<file path="config.mk">
export PLATFORM = sky130hd
export DESIGN_NAME = vga_timing_gen
export DESIGN_NICKNAME = d
export VERILOG_FILES = /design/src/rtl/vga_timing_gen.sv
export SDC_FILE = /design/constraint.sdc
export NUM_CORES = 1
export LEC_CHECK = 0
export CAP_MARGIN = 15
export CORE_MARGIN = 1.5
export CORE_UTILIZATION = 42
export CTS_BUF_LIST = sky130_fd_sc_hd__clkbuf_8 sky130_fd_sc_hd__clkbuf_16
export CTS_CLUSTER_DIAMETER = 100
export DETAILED_ROUTE_END_ITERATION = 10
export GPL_ROUTABILITY_DRIVEN = 0
export PLACE_DENSITY_LB_ADDON = 0.1
export SLEW_MARGIN = 20
export SYNTH_ARGS = -nofsm -noshare
export SYNTH_HDL_FRONTEND = slang
export SYNTH_SLANG_ARGS = --single-unit
</file>
<file path="constraint.sdc">
create_clock -name clk -period 1.6 [get_ports clk]
set_input_delay 0.32 -clock clk [delete_from_list [all_inputs] [get_ports clk]]
set_output_delay 0.32 -clock clk [all_outputs]
set_load 0.005 [all_outputs]
</file>
<file path="src/rtl/vga_timing_gen.sv">
// vga_timing_gen: parametrised VGA raster/sync generator with LOOKAHEAD-aligned pixel pipeline (clk/rst/pix_ce in, req_* fetch port, pixel_in -> pixel_out/hsync/vsync/active/line_start/frame_start)
module vga_timing_gen #(
  parameter int H_ACTIVE = 640,
  parameter int H_FP = 16,
  parameter int H_SYNC = 96,
  parameter int H_BP = 48,
  parameter int V_ACTIVE = 480,
  parameter int V_FP = 10,
  parameter int V_SYNC = 2,
  parameter int V_BP = 33,
  parameter bit HS_POL = 1'b0,
  parameter bit VS_POL = 1'b0,
  parameter int PIX_W = 12,
  parameter logic [PIX_W-1:0] BLANK_COLOR = '0,
  parameter int LOOKAHEAD = 1,
  localparam int H_TOTAL = H_ACTIVE + H_FP + H_SYNC + H_BP,
  localparam int V_TOTAL = V_ACTIVE + V_FP + V_SYNC + V_BP,
  localparam int X_W = $clog2(H_TOTAL),
  localparam int Y_W = $clog2(V_TOTAL)
) (
  input  logic             clk,
  input  logic             rst,
  input  logic             pix_ce,
  output logic [X_W-1:0]   req_x,
  output logic [Y_W-1:0]   req_y,
  output logic             req_valid,
  input  logic [PIX_W-1:0] pixel_in,
  output logic [PIX_W-1:0] pixel_out,
  output logic             hsync,
  output logic             vsync,
  output logic             active,
  output logic             line_start,
  output logic             frame_start
);
  if (LOOKAHEAD < 0 || LOOKAHEAD > 4 || H_ACTIVE < 1 || H_FP < 1 || H_SYNC < 1 || H_BP < 1 ||
      V_ACTIVE < 1 || V_FP < 1 || V_SYNC < 1 || V_BP < 1 || PIX_W < 1) begin : g_bad_params
    $error("vga_timing_gen: illegal parameters");
  end
  localparam int PD = (LOOKAHEAD > 0) ? LOOKAHEAD : 1;
  localparam logic [X_W-1:0] H_LAST = X_W'(H_TOTAL - 1);
  localparam logic [X_W-1:0] HA = X_W'(H_ACTIVE);
  localparam logic [X_W-1:0] HS_B = X_W'(H_ACTIVE + H_FP);
  localparam logic [X_W-1:0] HS_E = X_W'(H_ACTIVE + H_FP + H_SYNC);
  localparam logic [Y_W-1:0] V_LAST = Y_W'(V_TOTAL - 1);
  localparam logic [Y_W-1:0] VA = Y_W'(V_ACTIVE);
  localparam logic [Y_W-1:0] VS_B = Y_W'(V_ACTIVE + V_FP);
  localparam logic [Y_W-1:0] VS_E = Y_W'(V_ACTIVE + V_FP + V_SYNC);
  logic [X_W-1:0] hc_q, hc_d;
  logic [Y_W-1:0] vc_q, vc_d;
  logic hs_raw, vs_raw;
  logic [4:0] tap, last;
  logic [PD*5-1:0] pipe_q, pipe_d;
  logic [(PD+1)*5-1:0] shift;
  logic hsync_q, hsync_d, vsync_q, vsync_d, active_q, active_d;
  logic line_start_q, line_start_d, frame_start_q, frame_start_d;
  logic [PIX_W-1:0] pixel_q, pixel_d;
  always_comb begin
    hc_d = !pix_ce ? hc_q : (hc_q == H_LAST) ? '0 : hc_q + X_W'(1);
    vc_d = !(pix_ce && hc_q == H_LAST) ? vc_q : (vc_q == V_LAST) ? '0 : vc_q + Y_W'(1);
    req_valid = (hc_q < HA) && (vc_q < VA);
    hs_raw = (hc_q >= HS_B) && (hc_q < HS_E);
    vs_raw = (vc_q >= VS_B) && (vc_q < VS_E);
    tap = {hs_raw, vs_raw, req_valid, hc_q == '0, hc_q == '0 && vc_q == '0};
    // shift[4:0] is the current position, shift[5*k +: 5] the one requested k ticks ago
    shift = {pipe_q, tap};
    pipe_d = pix_ce ? shift[PD*5-1:0] : pipe_q;
    last = shift[LOOKAHEAD*5 +: 5];
    hsync_d = pix_ce ? last[4] ^ ~HS_POL : hsync_q;
    vsync_d = pix_ce ? last[3] ^ ~VS_POL : vsync_q;
    active_d = pix_ce ? last[2] : active_q;
    line_start_d = pix_ce & last[1];
    frame_start_d = pix_ce & last[0];
    pixel_d = !pix_ce ? pixel_q : last[2] ? pixel_in : BLANK_COLOR;
  end
  always_ff @(posedge clk) begin
    if (rst) begin
      hc_q <= '0;
      vc_q <= '0;
      pipe_q <= '0;
      hsync_q <= ~HS_POL;
      vsync_q <= ~VS_POL;
      active_q <= 1'b0;
      line_start_q <= 1'b0;
      frame_start_q <= 1'b0;
      pixel_q <= BLANK_COLOR;
    end else begin
      hc_q <= hc_d;
      vc_q <= vc_d;
      pipe_q <= pipe_d;
      hsync_q <= hsync_d;
      vsync_q <= vsync_d;
      active_q <= active_d;
      line_start_q <= line_start_d;
      frame_start_q <= frame_start_d;
      pixel_q <= pixel_d;
    end
  end
  assign req_x = hc_q;
  assign req_y = vc_q;
  assign hsync = hsync_q;
  assign vsync = vsync_q;
  assign active = active_q;
  assign line_start = line_start_q;
  assign frame_start = frame_start_q;
  assign pixel_out = pixel_q;
endmodule

</file>
* After elaboration in Yosys (flattened, before gate mapping) *
Cells that the tools add are included.

word-level totals
  register bits = 42
  latch bits = 0
  RAM bits = 0
  ROM bits = 0
  input port bits = 15
  output and inout port bits = 38
  memories = 0

operators by class
  $add $sub $neg = 2
  multiply operators = 0
  divide/modulo/power cells = 0
  $lt $le $gt $ge = 6
  equal/unequal tests = 2
  shift-type cells = 0
  muxes and demuxes = 3
  bitwise operators = 4
  reductions and logical operators = 7

operator list
  operator                                                                 number
  10-bit by 1-bit adder with 10-bit output (second input constant)         2
  10-bit equality test (second input constant)                             2
  10-bit logical NOT                                                       2
  10-bit < comparator (second input constant)                              2
  10-bit by 9-bit < comparator with 1-bit output (second input constant)   2
  10-bit 2-to-1 mux                                                        2
  12-bit 2-to-1 mux                                                        1
  10-bit >= comparator (second input constant)                             1
  10-bit by 9-bit >= comparator with 1-bit output (second input constant)  1
  1-bit logical AND                                                        5
  1-bit AND                                                                2
  1-bit NOT                                                                2

* Depth between registers and ports, before layout *
Gate-level depths: netlist (run 1).

  depth in word-level cells = 2
  depth in mapped cells = 7
  mapped depth without buffers = 6

* Worst setup path after synthesis (run 1) *
OpenSTA, ideal clock, no wires.

  kind = flip-flop to flip-flop
  start = register vc_q[0] (netlist: req_y[0])
  end = register vc_q[8] (netlist: req_y[8])
  setup time = 74 ps
  arrival = 1639 ps
  setup slack = -113 ps
  stages on the path, launching flop included = 8
  period minus slack after synthesis = 1713 ps
  path through = dfxtp_1 -> inv_1 -> ha_1 -> and3b_1 -> clkbuf_1 -> a31o_2 -> or4_1 -> o21ai_0

between the ends
  word-level cells in the longest chain between the ends = 2
  elaborated cells on any way between the ends = 3
  classes of those cells = 1 x add/sub; 1 x eq/ne; 1 x mux

RTL lines
  element                                                                                  line  RTL
  start: declaration                                                                       49    logic [Y_W-1:0] vc_q, vc_d;
  start signal: assignment                                                                 88    vc_q <= vc_d;
  10-bit by 1-bit adder with 10-bit output / 10-bit equality test (equally long branches)  59    vc_d = !(pix_ce && hc_q == H_LAST) ? vc_q : (vc_q == V_LAST) ? '0 : vc_q + Y_W'(1);
  10-bit 2-to-1 mux (*)                                                                    59

Mark *: on every way between the ends. The rest lies on a longest branch, timed or not.
A chain may end at the register's enable or synchronous reset.

* Worst setup path after layout (run 1) *
  start = register hc_q[7] (netlist: req_x[7])
  end = register vc_q[9] (netlist: req_y[9])

between the ends
  word-level cells in the longest chain between the ends = 2

RTL lines
  element                   line  RTL
  start: declaration        48    logic [X_W-1:0] hc_q, hc_d;
  start signal: assignment  77    hc_q <= '0;
  start signal: assignment  87    hc_q <= hc_d;
  10-bit equality test      59
  1-bit logical AND         59

No other way between the ends.

==> results of run 1 <==
[layout make-up]
type | instances | area share [%]
Clock buffer | 5 | 2.36
Tap cell | 50 | 2.15
Timing Repair Buffer | 95 | 30.9
Inverter | 8 | 1.03
Sequential cell | 42 | 29.8
Multi-Input combinational cell | 142 | 33.1
Clock inverter | 3 | 0.731
[cells by family after synthesis]
kind of cell,Yosys count,share of synthesized area [%]
simple gates,85,26.2
compound gates,41,15.0
xor+xnor,9,4.30
flops,42,45.9
fa+ha+maj,4,2.73
mux,3,1.71
buf+inv,18,4.16
[registers in the layout, indices dropped and copies added, names as in the netlist]
| register | count |
|---|---|
| active | 1 |
| frame_start | 1 |
| hsync | 1 |
| last | 5 |
| line_start | 1 |
| pixel_out | 12 |
| req_x | 10 |
| req_y | 10 |
| vsync | 1 |
[stage by stage]
| stage | TNS, ps | util [%] |
|---|---|---|
| after detailed placement | -6780 | 64.5 |
| final | -15.0 | 71.2 |
| after global placement | -6450 | 64.5 |
| after global routing | -211 | 71.2 |
| after CTS | 0 | 67.5 |
| after floorplan | 0 | - |
[metal layers]
metal / global-route usage [%] / part of all wire [%] / vias to the layer above
li1: - / - / 917
met1: 26.6 / 48 / 864
met2: 30.8 / 48 / 42
met3: 3.65 / 3.4 / 5
met4: 4.58 / 0.80 / 0
met5: 0 / 0 / -
[placed cells by master (no fill, tap or decap), types with 2 or more instances in the layout]
master            n
and2_1            2
and4_1            3
xor2_1            6
nand2_1          11
ha_1              2
inv_1             5
and3_1            5
a22oi_1          14
or4_1             2
nand4_1           8
clkbuf_8          5
a31o_2            2
buf_4            34
and4_4            2
buf_6             8
dfxtp_1          24
dfxtp_2          17
nor2b_1           3
nor3_2            2
nor4_1            3
mux2i_1           2
nand3_1           7
dlymetal6s2s_1    7
clkdlybuf4s50_1  44
inv_2             2
or3_1             2
o21ai_0           8
a21oi_1           7
xnor2_1           3
a2bb2oi_1         2
nor2_1           27
[timing repair]
action,4_1_cts,5_1_grt
pin swaps,1,8
resized for setup,16,32
setup endpoints to repair,13,24
setup buffers,0,10
cloned,0,0
[final timing paths]
kind              startpoint       end  slack, ps  cells past startpoint
setup / recovery    req_x[7]  req_y[9]        -10                      6
hold / removal       last[1]   last[1]        470                      2
setup reg to reg    req_x[7]  req_y[9]        -10                      6
hold reg to reg      last[1]   last[1]        470                      2
[worst reg2reg max path, cell delays in order (launching register included)]
cell and delay, ps:
dfxtp_2 330, buf_6 120, nor3_4 200, buf_6 140, nand3_4 90, or4_4 550, a21oi_2 130
[power breakdown]
part	switching [mW]	total, mW	leakage [nW]	internal, mW
Clock	0.373	0.680	0.0441	0.307
Combinational	0.0809	0.191	0.859	0.110
Sequential	0.0142	1.08	0.350	1.07
Total	0.468	1.95	1.25	1.48
==> flow_summary.json, run 1 <==
{
  "status": "complete, but fails checks",
  "violations": "negative setup slack",
  "drv_cap": 0,
  "design_area_um2": 2910,
  "fillers": 348,
  "ys_seq_area_share_pct": 45.9,
  "initial_core_util_pct": 44.9,
  "worst-path-buf-inv": 2,
  "drt_iter0_markers": 90,
  "synth_common_cells": "dfxtp_1 (42), nor2_1 (27), a22oi_1 (14)",
  "ys_ff_latch": 42,
  "crit_top_cell": "buf_6",
  "holdBufCountCts": 0,
  "fin_crit_ps": 1610,
  "clk_path_buf_depth": 2,
  "dieArea_um2": 4770,
  "postSynthNetCount": 221,
  "tightestPinTransition_ps": 455,
  "place_ws_ps": -367,
  "cts_sinks": 42,
  "antenna_found_initial": 0,
  "crit_slowest_cell": "or4_4",
  "layout.nets": 313,
  "yosysMostFrequentCell": "dfxtp_1",
  "worstPathRequired_ps": 1820,
  "min_period_over_period_pct": 101,
  "antenna_cells": 0,
  "ys_warn_count": 0,
  "crit_type": "flip-flop to flip-flop",
  "multi_input_area_um2": 963,
  "dp_hpwl_um": 3320,
  "end_kind": "flip-flop",
  "cts_tree": "done",
  "synth_top_area_share_pct": 45.9,
  "io_buffers": 52,
  "async_flop_share_pct": 0,
  "grt.total_usage_pct": 19.1,
  "placed_cells": 327,
  "drcViolationCount": 0,
  "crit_chain": "buf_6 > nor3_4 > buf_6 > nand3_4 > or4_4 > a21oi_2",
  "grt_pass1_vias": 1648,
  "synthCells": 202,
  "globalRouteOverflowTotal": 0,
  "netlist_top_cells_area": "dfxtp_1 (46%), a22oi_1 (5.7%), nor2_1 (5.5%)",
  "power_density_nw_per_um2": 671,
  "crit_fanout": 6,
  "rsz0062_at_grt": "true",
  "htree_levels": 2,
  "dr.pass1.iters": 4,
  "critPathMaxStageDelay_ps": 550,
  "peakVddDrop_mv": 0.569,
  "clk_latency_ps": 290,
  "core-area_um2": 4090,
  "cts_buffers": 5,
  "post_dp_cell_area_um2": 2640,
  "regArea_um2": 866,
  "synth_edf_count": 0,
  "fmax_ghz": 0.619,
  "layout-drive-gt1-share_pct": 30.2,
  "final_antenna_net_count": 0,
  "crit_family": "simple AND/OR/NAND/NOR gates",
  "setup_slack_ps": -15.0,
  "wirelength_um": 4610,
  "hold_viol": 0,
  "leakage_nw": 1.25,
  "die_width_um": 69.1,
  "vias": 1828,
  "worstPathArrival_ps": 1840,
  "grt_pass1_wl_um": 7600,
  "fin_cells": 345,
  "wl_per_cell_um": 13.4,
  "synth_flop_cell": "dfxtp_1",
  "synthesis.area_um2": 1830,
  "cts-root-buf": "clkbuf_8",
  "synth.distinct_cells": 40,
  "totalPowerFinal_mw": 1.95,
  "vias_per_cell": 5.30,
  "rows": 23,
  "die_h_um": 69.1,
  "avgSynthCellArea_um2": 9.07,
  "ios": 53,
  "worst_hold_slack_ps": 470,
  "final-setup-viol-count": 1,
  "drv_slew": 0,
  "grt_max_degree": 20,
  "relSlewSlack_pct": 69.6,
  "path_clk_slew_ps": 90,
  "synth_top_cell_by_area": "dfxtp_1",
  "start_kind": "flip-flop",
  "fin_worst_skew_ps": 8.96,
  "hp-class": "flip-flop to flip-flop",
  "synthToLayoutAreaGrowth_pct": 58.8
}
(Power assumes the default switching activity.)
==> run 2, diff against run 1 <==
CORE_UTILIZATION = 50   (was 42)
GPL_ROUTABILITY_DRIVEN = not set   (was 0)
HOLD_SLACK_MARGIN = 0.05   (was not set)
clock period = 2 ns   (was 1.6 ns; I/O delays follow)
==> flow_summary.json, run 2 (synthesis results as in run 1) <==
{
  "antenna_cells": 0,
  "end_kind": "flip-flop",
  "setup_slack_ps": 172,
  "final-setup-viol-count": 0,
  "path_clk_slew_ps": 80,
  "dieArea_um2": 4040,
  "design_area_um2": 2600,
  "worst_hold_slack_ps": 461,
  "clk_latency_ps": 290,
  "status": "finished clean",
  "cts_sinks": 42,
  "die_h_um": 63.5,
  "fin_worst_skew_ps": 7.37,
  "grt_pass1_wl_um": 7710,
  "htree_levels": 2,
  "fin_cells": 316,
  "crit_family": "simple AND/OR/NAND/NOR gates",
  "wl_per_cell_um": 14.2,
  "cts-root-buf": "clkbuf_8",
  "placed_cells": 308,
  "synthToLayoutAreaGrowth_pct": 41.8,
  "fin_util_pct": 76.1,
  "drcViolationCount": 0,
  "grt.total_usage_pct": 24.0,
  "relSlewSlack_pct": 70.7,
  "crit_fanout": 6,
  "fillers": 273,
  "drv_slew": 0,
  "core-area_um2": 3420,
  "initial_core_util_pct": 53.7,
  "drv_cap": 0,
  "crit_type": "flip-flop to flip-flop",
  "layout_common_cells": "clkdlybuf4s50_1 (51), dfxtp_1 (42), nor2_1 (27)",
  "final_common_cell": "clkdlybuf4s50_1",
  "dp_hpwl_um": 3230,
  "hp-class": "flip-flop to flip-flop",
  "peakVddDrop_mv": 0.416,
  "ios": 53,
  "worst-path-buf-inv": 1,
  "dr.pass1.iters": 4,
  "crit_chain": "inv_1 > ha_1 > and3b_1 > a31o_2 > or4_1 > o21ai_0",
  "vias_per_cell": 5.49,
  "drt_iter0_markers": 69,
  "grt_max_degree": 18,
  "power_density_nw_per_um2": 602,
  "clk_path_buf_depth": 2,
  "layout.nets": 288,
  "antenna_found_initial": 0,
  "multi_input_area_um2": 921,
  "post_dp_cell_area_um2": 2500,
  "tightestPinTransition_ps": 440,
  "cts_buffers": 5,
  "setup_tns_ps": 0,
  "place_ws_ps": -38.7,
  "largest_reg_flops": 12,
  "worstPathArrival_ps": 2030,
  "crit_slowest_cell": "dfxtp_1",
  "totalPowerFinal_mw": 1.56,
  "vias": 1735,
  "die_width_um": 63.5,
  "rsz0062_at_grt": "false",
  "fmax_ghz": 0.547,
  "rows": 21,
  "globalRouteOverflowTotal": 0,
  "start_kind": "flip-flop",
  "critPathMaxStageDelay_ps": 420,
  "layout-drive-gt1-share_pct": 12.2,
  "leakage_nw": 0.990,
  "wirelength_um": 4480,
  "final_antenna_net_count": 0,
  "hold_viol": 0,
  "globalplace.congestion": 0.884,
  "worstPathRequired_ps": 2210,
  "grt_pass1_vias": 1637,
  "fin_crit_ps": 1830,
  "cts_tree": "done",
  "min_period_over_period_pct": 91.4,
  "regArea_um2": 841,
  "io_buffers": 52
}
## run 2: area by class of cell
| type | instances | share of cell area (%) |
|---|---|---|
| clock buffer | 6 | 3.18 |
| sequential | 42 | 32.4 |
| inverter | 8 | 1.16 |
| multi-input combinational | 142 | 35.4 |
| clock inverter | 2 | 0.481 |
| tap | 46 | 2.21 |
| timing repair buffer | 70 | 25.2 |
## run 2: final timing paths
| kind | start | slack (ps) | endpoint | cells after the start |
|---|---|---|---|---|
| setup reg to reg | req_y[1] | 170 | req_y[8] | 6 |
| hold / removal | last[3] | 460 | last[3] | 2 |
| hold reg to reg | last[3] | 460 | last[3] | 2 |
| setup / recovery | req_y[1] | 170 | req_y[8] | 6 |
## run 2: worst min-delay path, delay by kind of cell, from the launching register on
family          cells  cell delay, ps
compound gates      1              50
flops               1             310
simple gates        1              60
## run 2: power breakdown
part | switching (mW) | internal, mW
sequential | 0.0130 | 0.855
combinational | 0.0580 | 0.0766
clock | 0.283 | 0.277
## run 2: metal layers
layer / wire length, µm / vias up / GRT usage, % / part of all wire (%)
met5: 0 / - / 0 / 0
met4: 27 / 0 / 8.15 / 0.60
met3: 283 / 2 / 4.64 / 6.3
met2: 2070 / 68 / 38.9 / 46
met1: 2090 / 804 / 32.1 / 47
li1: - / 861 / - / -
## run 2: timing repair
action	CTS	global route
gates resized for setup	2	0
setup buffers	0	0
endpoints found under the setup margin	1	0
hold buffers	0	0
endpoints found under the hold margin	0	0
==> run 3, diff against run 2 <==
CORE_UTILIZATION = 47   (was 50)
clock period = 1.79 ns   (was 2 ns; I/O delays follow)
==> flow_summary.json, run 3 (synthesis results as in run 1) <==
{
  "layout-drive-gt1-share_pct": 15.2,
  "crit_family": "buffers and inverters",
  "power_switching_mw": 0.444,
  "hp-class": "flip-flop to flip-flop",
  "fin_worst_skew_ps": 3.92,
  "cp-startpoint": "req_x[5]",
  "wirelength_um": 4510,
  "io_buffers": 52,
  "drv_cap": 0,
  "status": "finished clean",
  "wl_per_cell_um": 13.9,
  "cts_sinks": 42,
  "end_kind": "output pin",
  "vias_per_cell": 5.48,
  "crit_chain": "clkdlybuf4s50_1",
  "p_int_mw": 1.33,
  "seqPwrFrac_pct": 54.5,
  "globalplace.congestion": 0.808,
  "setup_slack_ps": 66.1,
  "initial_core_util_pct": 49.3,
  "final_antenna_net_count": 0,
  "rsz0062_at_grt": "false",
  "layout_common_cells": "clkdlybuf4s50_1 (51), dfxtp_1 (41), nor2_1 (27)",
  "hold_viol": 0,
  "clkPwrFrac_pct": 36.1,
  "peakVddDrop_mv": 0.614,
  "rows": 22,
  "synthToLayoutAreaGrowth_pct": 45.7,
  "grt_pass1_wl_um": 7450,
  "clk_path_buf_depth": 2,
  "power_density_nw_per_um2": 664,
  "start_kind": "flip-flop",
  "place_ws_ps": -199,
  "clk_latency_ps": 300,
  "worst-path-buf-inv": 1,
  "tightestPinTransition_ps": 453,
  "crit_type": "flip-flop to output pin",
  "core-area_um2": 3720,
  "relSlewSlack_pct": 69.6,
  "leakage_nw": 1.03,
  "reg2reg_from": "req_x[1]",
  "placed_cells": 317,
  "grt.total_usage_pct": 22.7,
  "holdBufCountCts": 0,
  "grt_pass1_vias": 1637,
  "critPathMaxStageDelay_ps": 570,
  "cts_buffers": 5,
  "hp-start": "last[3]",
  "final-setup-viol-count": 0,
  "cts-root-buf": "clkbuf_8",
  "p_sw_share_pct": 25.0,
  "largest_reg_flops": 12,
  "antenna_cells": 0,
  "dp_hpwl_um": 3280,
  "die_width_um": 65.5,
  "ios": 53,
  "cts_tree": "done",
  "fin_cells": 325,
  "drv_slew": 0,
  "fmax_ghz": 0.580,
  "grt_max_degree": 21,
  "drcViolationCount": 0,
  "crit_fanout": 7,
  "crit_slowest_cell": "clkdlybuf4s50_1",
  "htree_levels": 2,
  "final_common_cell": "clkdlybuf4s50_1",
  "vias": 1781,
  "globalRouteOverflowTotal": 0,
  "worstPathRequired_ps": 1430,
  "fin_crit_ps": 1720,
  "min_period_over_period_pct": 96.3,
  "path_clk_slew_ps": 90,
  "die_h_um": 65.5,
  "layout.nets": 295,
  "combPwrFrac_pct": 9.4,
  "dieArea_um2": 4280,
  "worstPathArrival_ps": 1370,
  "dr.pass1.iters": 4,
  "antenna_found_initial": 0,
  "drt_iter0_markers": 135
}
run 3: cell types whose count changed in the layout (fill, tap and decap cells not counted), sizes merged:
| cell | delta |
|---|---|
| clkinvlp | +1 |
| buf | +7 |
| inv | +1 |
| clkinv | -1 |
| clkbuf | -1 |
run 3: area by class of cell:
| type | count | area (µm²) |
|---|---|---|
| sequential | 42 | 842 |
| multi-input combinational | 142 | 927 |
| tap | 48 | 60.1 |
| clock inverter | 3 | 23.8 |
| clock buffer | 5 | 68.8 |
| inverter | 8 | 30.0 |
| fill | 312 | 1040 |
| timing repair buffer | 77 | 719 |
run 3: layer usage:
metal  GRT usage [%]  wire [µm]  up-vias
met1            28.8       2020      846
met4            7.03         64        0
met3            6.16        202        7
li1                -          -      879
met2            37.5       2220       49
met5               0          0        -
run 3: worst paths after layout:
kind,end,slack [ps],cells after the start
worst min register to register,last[3],470,2
worst max-delay path,req_x[5],70,1
worst max register to register,req_y[4],120,5
worst min-delay path,last[3],470,2
run 3: power groups by stage:
stage	clock network [mW]	registers [mW]	logic [mW]
after global routing	0.689	0.969	0.184
after floorplan	0	0.991	0.0630
after detailed placement	0	0.988	0.165
final	0.641	0.966	0.166
after CTS	0.651	0.966	0.167
after global placement	0	0.987	0.164
run 3: timing repair:
action / 4_1_cts / 5_1_grt
resized for setup: 2 / 2
cloned: 0 / 0
setup buffers: 0 / 0
pin swaps: 1 / 0
endpoints found under the hold margin: 0 / 0
setup endpoints to repair: 1 / 2
run 3: through the flow:
stage	setup TNS, ps	util [%]	instance area, µm²	hold WS [ps]	power, mW
5_1_grt	0	71.9	2670	492	1.84
6_report	0	71.9	2670	469	1.77
3_5_place_dp	-1910	69.1	2570	454	1.15
4_1_cts	0	71.7	2660	467	1.78
3_3_place_gp	-1510	69.1	2570	450	1.15
2_1_floorplan	0	-	1830	441	1.05
